## config.mk

```make
export PLATFORM = sky130hd
export DESIGN_NAME = mac_result_drain
export DESIGN_NICKNAME = d
export VERILOG_FILES = /design/src/rtl/mac_result_drain.sv
export SDC_FILE = /design/constraint.sdc
export NUM_CORES = 1
export LEC_CHECK = 0
export CAP_MARGIN = 5
export CORE_ASPECT_RATIO = 0.9
export CORE_UTILIZATION = 48
export DETAILED_ROUTE_END_ITERATION = 10
export PLACE_DENSITY_LB_ADDON = 0.08
export SYNTH_ARGS = -nofsm -noshare
export SYNTH_HDL_FRONTEND = slang
export SYNTH_SLANG_ARGS = --single-unit
```

## constraint.sdc

```tcl
create_clock -name clk -period 16.82 [get_ports clk]
set_input_delay 3.364 -clock clk [delete_from_list [all_inputs] [get_ports clk]]
set_output_delay 3.364 -clock clk [all_outputs]
set_load 0.01 [all_outputs]
```

## src/rtl/mac_result_drain.sv

```systemverilog
// Result drain for mac_cluster: follows tagged final issues through the cluster latency,
// queues the captured outputs with their mode, and hands out issue credit so the queue never overruns.
module mac_result_drain #(
  parameter int ACC_W   = 32,
  parameter int LATENCY = 2,
  parameter int DEPTH   = 4,
  parameter int CNT_W   = 16
) (
  input  logic                 clk,
  input  logic                 rst,
  input  logic                 issue_valid,
  output logic                 issue_ready,
  input  logic                 issue_last,
  input  logic [1:0]           issue_mode,
  input  logic [ACC_W-1:0]     out0,
  input  logic [ACC_W-1:0]     out1,
  input  logic [ACC_W-1:0]     out2,
  input  logic [ACC_W-1:0]     out3,
  output logic                 res_valid,
  input  logic                 res_ready,
  output logic [4*ACC_W-1:0]   res_data,
  output logic [1:0]           res_mode,
  output logic                 overflow,
  output logic [CNT_W-1:0]     result_count
);

  localparam int AW    = $clog2(DEPTH);
  localparam int PTR_W = AW + 1;
  localparam int IF_W  = $clog2(LATENCY + 1);
  localparam int CMP_W = PTR_W + IF_W + 1;
  localparam int ENT_W = 4 * ACC_W + 2;

  logic [LATENCY-1:0]   tag_cap_r;
  logic [1:0]           tag_mode_r [LATENCY];
  logic [ENT_W-1:0]     mem_r [DEPTH];
  logic [PTR_W-1:0]     wr_ptr_r;
  logic [PTR_W-1:0]     rd_ptr_r;
  logic [4*ACC_W-1:0]   res_data_r;
  logic [1:0]           res_mode_r;
  logic                 overflow_r;
  logic [CNT_W-1:0]     count_r;

  logic                 acc_s;
  logic                 ready_s;
  logic                 push_s;
  logic                 pop_s;
  logic                 full_s;
  logic                 empty_s;
  logic                 wr_en_s;
  logic [PTR_W-1:0]     fifo_cnt_s;
  logic [PTR_W-1:0]     wr_ptr_nxt_s;
  logic [PTR_W-1:0]     rd_ptr_nxt_s;
  logic [IF_W-1:0]      inflight_s;
  logic [ENT_W-1:0]     push_ent_s;
  logic [ENT_W-1:0]     head_nxt_s;
  logic                 head_load_s;

  assign empty_s      = (wr_ptr_r == rd_ptr_r);
  assign full_s       = (wr_ptr_r[AW] != rd_ptr_r[AW]) && (wr_ptr_r[AW-1:0] == rd_ptr_r[AW-1:0]);
  assign fifo_cnt_s   = wr_ptr_r - rd_ptr_r;
  assign push_s       = tag_cap_r[LATENCY-1];
  assign pop_s        = !empty_s && res_ready;
  // A full FIFO still takes a push when the head leaves in the same cycle.
  assign wr_en_s      = push_s && (!full_s || pop_s);
  assign wr_ptr_nxt_s = wr_ptr_r + {{AW{1'b0}}, wr_en_s};
  assign rd_ptr_nxt_s = rd_ptr_r + {{AW{1'b0}}, pop_s};
  assign push_ent_s   = {tag_mode_r[LATENCY-1], out3, out2, out1, out0};

  assign ready_s      = (CMP_W'(fifo_cnt_s) + CMP_W'(inflight_s)) < CMP_W'(DEPTH);
  assign acc_s        = issue_valid && ready_s;

  assign issue_ready  = ready_s;
  assign res_valid    = !empty_s;
  assign res_data     = res_data_r;
  assign res_mode     = res_mode_r;
  assign overflow     = overflow_r;
  assign result_count = count_r;

  // Count tagged results still travelling through the cluster pipeline.
  always_comb begin
    inflight_s = '0;
    for (int i = 0; i < LATENCY; i++) begin
      inflight_s = inflight_s + IF_W'(tag_cap_r[i]);
    end
  end

  // Next head entry, bypassing the write when the pushed entry becomes the head.
  always_comb begin
    head_load_s = 1'b0;
    head_nxt_s  = mem_r[rd_ptr_nxt_s[AW-1:0]];
    if (wr_ptr_nxt_s != rd_ptr_nxt_s) begin
      head_load_s = 1'b1;
      if (wr_en_s && (wr_ptr_r[AW-1:0] == rd_ptr_nxt_s[AW-1:0])) begin
        head_nxt_s = push_ent_s;
      end else begin
        head_nxt_s = mem_r[rd_ptr_nxt_s[AW-1:0]];
      end
    end else begin
      head_load_s = 1'b0;
    end
  end

  // Tag shift register mirroring the cluster latency.
  always_ff @(posedge clk) begin
    if (rst) begin
      tag_cap_r <= '0;
      for (int i = 0; i < LATENCY; i++) begin
        tag_mode_r[i] <= 2'd0;
      end
    end else begin
      tag_cap_r[0]  <= acc_s && issue_last;
      tag_mode_r[0] <= issue_mode;
      for (int i = 1; i < LATENCY; i++) begin
        tag_cap_r[i]  <= tag_cap_r[i-1];
        tag_mode_r[i] <= tag_mode_r[i-1];
      end
    end
  end

  // FIFO storage write.
  always_ff @(posedge clk) begin
    if (wr_en_s && !rst) begin
      mem_r[wr_ptr_r[AW-1:0]] <= push_ent_s;
    end
  end

  // Pointers, head register, overflow flag and pop counter.
  always_ff @(posedge clk) begin
    if (rst) begin
      wr_ptr_r   <= '0;
      rd_ptr_r   <= '0;
      res_data_r <= '0;
      res_mode_r <= 2'd0;
      overflow_r <= 1'b0;
      count_r    <= '0;
    end else begin
      wr_ptr_r <= wr_ptr_nxt_s;
      rd_ptr_r <= rd_ptr_nxt_s;
      if (head_load_s) begin
        res_data_r <= head_nxt_s[4*ACC_W-1:0];
        res_mode_r <= head_nxt_s[ENT_W-1 -: 2];
      end
      if (push_s && full_s && !pop_s) begin
        overflow_r <= 1'b1;
      end
      if (pop_s) begin
        count_r <= count_r + {{(CNT_W-1){1'b0}}, 1'b1};
      end
    end
  end

endmodule

```

* After elaboration in Yosys (flattened, before gate mapping) *
Memory sizes are Yosys's and may differ from the RTL's.
Index checks and enable logic that the tools add are counted.

word-level totals
  input bits = 135
  output and inout port bits = 149
  RAM bits = 524
  bits in registers = 155
  memories = 2
  latch bits = 0
  bits in read-only memories = 0

operators by class
  add/subtract/negate cells = 6
  bitwise logic cells = 2
  magnitude comparators = 1
  shift operators = 0
  muxes and demuxes = 10
  multiply operators = 0
  divide/modulo/power cells = 0
  reductions and logical operators = 14
  eq/ne operators = 5

memories
  name        words  width  rd ports  clocked after memory_dff  wr ports  RTL line  RTL
  mem_r       4      130    1         0                         1         35        logic [ENT_W-1:0] mem_r [DEPTH];
  tag_mode_r  2      2      2         0                         2         34        logic [1:0] tag_mode_r [LATENCY];

operators by type and width
  cell                                                                  count
  130-bit two-way mux                                                   2
  16-bit by 1-bit adder with 16-bit output, second input constant       1
  1-bit logical AND                                                     9
  3-bit by 1-bit adder with 3-bit output                                2
  1-bit two-way mux                                                     6
  3-bit by 2-bit adder with 4-bit output                                1
  2-bit == test                                                         2
  1-bit logical NOT                                                     4
  4-bit by 3-bit < comparator with 1-bit output, second input constant  1
  2-bit two-way mux                                                     2
  3-bit == test                                                         1
  3-bit inequality test                                                 1
  3-bit subtractor                                                      1
  1-bit by 1-bit adder with 2-bit output                                1
  1-bit bitwise OR                                                      2
  1-bit logical OR                                                      1
  1-bit inequality test                                                 1

* Logic depth before layout (Yosys ltp) *
  depth after elaboration = 8
  mapped depth = 16
  mapped depth without buffers = 11

* Worst setup path after synthesis *
No wires, ideal clock.

  kind = input -> register
  start point = input port rst
  end point = memory mem_r[3][0] (netlist name), enable pin
  cell stages on the path = 3
  arrival time = 16050 ps
  library setup time = 938 ps
  data required time = 15882 ps
  path slack = -169 ps
  buffers on the path = 2
  cells stage by stage = clkbuf_1 -> buf_1 -> nor4_1

between the ends
  longest elaborated chain between the ends = 4

ends and longest elaborated chain
  item                                     RTL line  RTL
  from (decl)                              10        input logic rst,
  1-bit logical NOT                        122       if (wr_en_s && !rst) begin
  1-bit logical AND                        122
  1-bit two-way mux                        122
  1-bit two-way mux (implied by the code)  123       mem_r[wr_ptr_r[AW-1:0]] <= push_ent_s;
  to (decl)                                35

Every way passes these cells.

* Worst setup path after layout *
  start point = input port res_ready
  end point = register res_data_r[95] (netlist: res_data[95]) (read register of mem_r)

between the ends
  longest elaborated chain between the ends = 6

ends and longest elaborated chain
  item                                                        RTL line  RTL
  from (decl)                                                 20        input logic res_ready,
  1-bit logical AND *                                         62        assign pop_s = !empty_s && res_ready;
  3-bit by 1-bit adder with 3-bit output *                    66        assign rd_ptr_nxt_s = rd_ptr_r + {{AW{1'b0}}, pop_s};
  named net rd_ptr_nxt_s[1]                                   52        logic [PTR_W-1:0] rd_ptr_nxt_s;
  branches (longest 4 deep; another with memory 4 x 130 bit)  --
  to (decl)                                                   38        logic [4*ACC_W-1:0] res_data_r;

Mark *: on every way through the listed nets, which the timed path passes.
A chain may end at the register's enable or synchronous reset.

==> flow_metrics.py <==
metrics = {
    "status": {
        "outcome": "finished, final reports clean",
    },
    "clocking": {
        "cts.hold.buffers_added": 0,
        "cts.htree.levels": 3,
        "cts-resized-gates": 0,
        "later_pin_clock_latency_in_the_skew_report_ns": 0.61,
        "cts_root_buffer": "sky130_fd_sc_hd__clkbuf_16",
        "numCtsBuffers": 71,
        "cts.sink_count": 679,
        "post_cts_setup_buffers": 0,
        "cts-root-to-sink-buffers": 3,
        "clk_transition_reported_paths_ns": 0.06,
        "tritoncts": "yes",
    },
    "floorplan": {
        "fp.dieW_um": 252,
        "row_count": 82,
        "initial_core_util_pct": 48.5,
        "floorplan.die.height_um": 227,
        "floorplan.die_area_um2": 57100,
        "io_pins": 284,
        "core_area_um2": 55600,
    },
    "flow_run": {
        "timing.max_cap.violations": 0,
    },
    "min_path": {
        "whs_path_depth": 1,
        "hold_path.startpoint": "tag_mode_r[0][0]$_SDFF_PP0_",
        "worst_min_delay_path_endpoint": "tag_mode_r[0][2]$_SDFF_PP0_",
        "hp-class": "flip-flop to flip-flop",
    },
    "detailed_routing": {
        "routed_wire_per_std_cell_um": 25.7,
        "route.antenna.remaining_nets": 0,
        "num_vias": 15900,
        "drt_first_pass_iters": 8,
        "number_of_vias_per_cell": 6.01,
        "route.final.wire_length_mm": 68.1,
        "first_iter_violations": 1140,
        "drc": 0,
    },
    "logic_synthesis": {
        "synth_cell_types": 40,
        "mean_cell_area_of_the_mapped_netlist_um2": 16.9,
        "synth_seq_cells": 679,
        "post_synth_edffs": 520,
        "synth_ff_type": "sky130_fd_sc_hd__edfxtp_1",
        "synthCells": 1598,
        "synth_fp_nets": 1742,
        "syn-cell-area_um2": 26900,
        "seq_area_frac_synth_pct": 69.8,
        "synth-warning-count": 0,
        "synthArstFlopShare_pct": 0,
    },
    "placement": {
        "placed_cells": 2519,
        "placement.io_buffers": 283,
        "globalplace.congestion": 0.740,
        "detailed_place_hpwl_mm": 36.1,
    },
    "critical_path": {
        "start_kind": "input port",
        "crit_type": "input port to flip-flop",
        "crit_path_end_kind": "flip-flop",
        "cp.arrival_ns": 8.27,
        "timing.critical_path.slowest_cell_delay_ns": 0.77,
        "worst-r2r-cell-count": 13,
        "critical_path.slowest_cell": "sky130_fd_sc_hd__buf_4",
        "ff2ff_setup_slack_ns": 10.94,
        "crit_chain": "clkdlybuf4s50_1, o21ai_0, inv_1, ha_4, ha_4, buf_4, xnor2_1, nand2_4, or2_4, buf_4, a311oi_2",
        "critical_path.reg2reg.startpoint": "wr_ptr_r[0]$_SDFF_PP0_",
        "timing.critical_path.required_ns": 17.25,
        "timing.critical_path.fanout_max": 54,
        "critical_path.reg2reg.endpoint": "res_data[95]$_SDFFE_PP0P_",
    },
    "grt": {
        "first_global_vias": 16600,
        "grt_first_pass_wirelength_mm": 103,
        "largest_net_degree_at_the_start_of_global_routing": 82,
        "globalRoute.totalOverflow": 0,
        "gr-usage-all-layers_pct": 24.2,
        "grt_antenna_before_repair": 4,
    },
    "timing": {
        "clock.fmax_mhz": 128,
        "final-hold-violation-count": 0,
        "fin_crit_ns": 7.84,
        "timing_max_transition_violations_final": 0,
        "setup_repair_after_global_routing_missed_its_margin": "no",
        "final_min_period_over_clock_period_pct": 46.6,
        "setup_viol": 0,
        "slew-limit-headroom_pct": 26.8,
        "finalClockSkew_ns": 0.0166,
        "tightest_slew_ns": 1.10,
    },
    "power_and_ir_drop": {
        "p_switching_w": 0.00101,
        "clockPowerShare_pct": 39.1,
        "p_leak_nw": 9.92,
        "sw_ratio_pct": 24.4,
        "power-per-cell-area_nw_per_um2": 126,
        "pwr-share-seq_pct": 46.3,
        "internal_power_w": 0.00313,
        "pwr-share-comb_pct": 14.6,
        "p_total_w": 0.00414,
        "peakVddDrop_mv": 0.0837,
    },
    "cells_and_area": {
        "layout.cells.non_filler": 2651,
        "drive_above_1_share_pct": 20.5,
        "antenna_cells": 0,
        "area_delta_synth_final_pct": 21.8,
        "num-nets-final": 1980,
    },
}
==> layer usage <==
metal,track usage [%],up-vias,share of wire (%)
li1,-,7010,-
met1,32.8,8310,42
met2,39.8,532,49
met3,5.35,83,6.8
met4,6.31,8,1.7
met5,0,-,0.076
==> cells in the mapped netlist, drive strengths merged, types with 5 or more instances <==
library cell | number | area (um2)
a21oi | 9 | 45.0
a311oi | 130 | 1760
buf | 54 | 319
clkbuf | 95 | 357
dfxtp | 159 | 3180
edfxtp | 520 | 15600
ha | 8 | 100
inv | 10 | 37.5
mux4 | 130 | 2930
nand2 | 6 | 22.5
nand3 | 134 | 671
nor2 | 13 | 48.8
nor2b | 10 | 62.6
nor3 | 131 | 656
nor4 | 5 | 31.3
o21ai | 134 | 671
o31ai | 5 | 51.3
xnor2 | 13 | 121
xor2 | 5 | 51.3
==> through the flow <==
stage / hold slack, ns / worst slack, ns / setup TNS (ns) / util (%) / instance area (um2)
after CTS: 0.456 / 8.97 / 0 / 59.0 / 32800
final: 0.452 / 8.98 / 0 / 59.0 / 32800
after global placement: 0.440 / 8.39 / 0 / 54.6 / 30400
after global routing: 0.470 / 8.77 / 0 / 59.0 / 32800
after floorplan: 0.414 / -0.168 / -43.55 / - / 27000
after detailed placement: 0.443 / 8.34 / 0 / 54.6 / 30400
==> cell usage in the layout, fill, tap and decap left out, drive strengths merged <==
cell / instances
mux4: 130
nor2: 13
a21oi: 9
ha: 8
dfxtp: 159
nor2b: 10
clkdlybuf4s50: 282
xor2: 5
clkinvlp: 1
a211oi: 4
fa: 1
o31ai: 5
nand2: 6
a311oi: 130
o21ai: 134
clkbuf: 105
nor4: 5
edfxtp: 520
mux2: 1
a21o: 3
bufinv: 7
nor3: 131
and4b: 1
clkinv: 19
inv: 11
or3: 3
or4: 4
buf: 31
nand4: 4
and4: 1
o211ai: 1
mux2i: 1
nand3: 134
and2: 1
or2: 2
xnor2: 13
==> power by group through the flow <==
stage | combinational, W | sequential (W) | clock (W)
4_1_cts | 0.000610 | 0.00192 | 0.00165
5_1_grt | 0.000647 | 0.00192 | 0.00171
3_3_place_gp | 0.000599 | 0.00195 | 0
6_report | 0.000603 | 0.00192 | 0.00162
2_1_floorplan | 0.000325 | 0.00197 | 0
3_5_place_dp | 0.000608 | 0.00195 | 0
==> final cells by class <==
cell class / count / area, um2
Inverter: 10 / 40.0
Fill cell: 4234 / 22800
Timing Repair Buffer: 314 / 3070
Tap cell: 756 / 946
Sequential cell: 679 / 18800
Multi-Input combinational cell: 760 / 7530
Clock buffer: 104 / 2110
Clock inverter: 28 / 329
==> cells by family after synthesis <==
group                      count (synthesis)  synth area share (%)
muxes                                    132                  10.9
and+or+nand+nor                          315                  5.95
AOI/OAI and AO/OA                        286                  9.62
buffers and inverters                    159                  2.65
DFF                                      679                  69.8
xor gates and xnor gates                  18                 0.641
adders and majority gates                  9                 0.446
==> critical path, delay by kind of cell <==
kind	cells	cell delay, ns
buffers and inverters	4	2.17
and+or+nand+nor	2	1.24
adders and majority gates	2	0.60
AOI/OAI and AO/OA	2	0.44
xor gates and xnor gates	1	0.28
==> worst max path at each step <==
| stage | slack (ns) | cells after the start | to | from |
|---|---|---|---|---|
| after global placement | 8.39 | 11 | res_data[114]$_SDFFE_PP0P_ | res_ready |
| after CTS | 8.97 | 11 | res_data[95]$_SDFFE_PP0P_ | res_ready |
| after floorplan | -0.17 | 3 | mem_r[3][0]$_DFFE_PP_ | rst |
| final | 8.98 | 11 | res_data[95]$_SDFFE_PP0P_ | res_ready |
| after detailed placement | 8.34 | 11 | res_data[76]$_SDFFE_PP0P_ | res_ready |
| after global routing | 8.77 | 11 | res_data[78]$_SDFFE_PP0P_ | res_ready |
==> state kept, by name, summed over array words and instances, names as in the netlist <==
name / count
tag_cap_r: 2
mem_r: 520
overflow: 1
rd_ptr_r: 3
res_mode: 2
res_data: 128
tag_mode_r: 4
wr_ptr_r: 3
result_count: 16
Power figures use the tool's default switching activity.
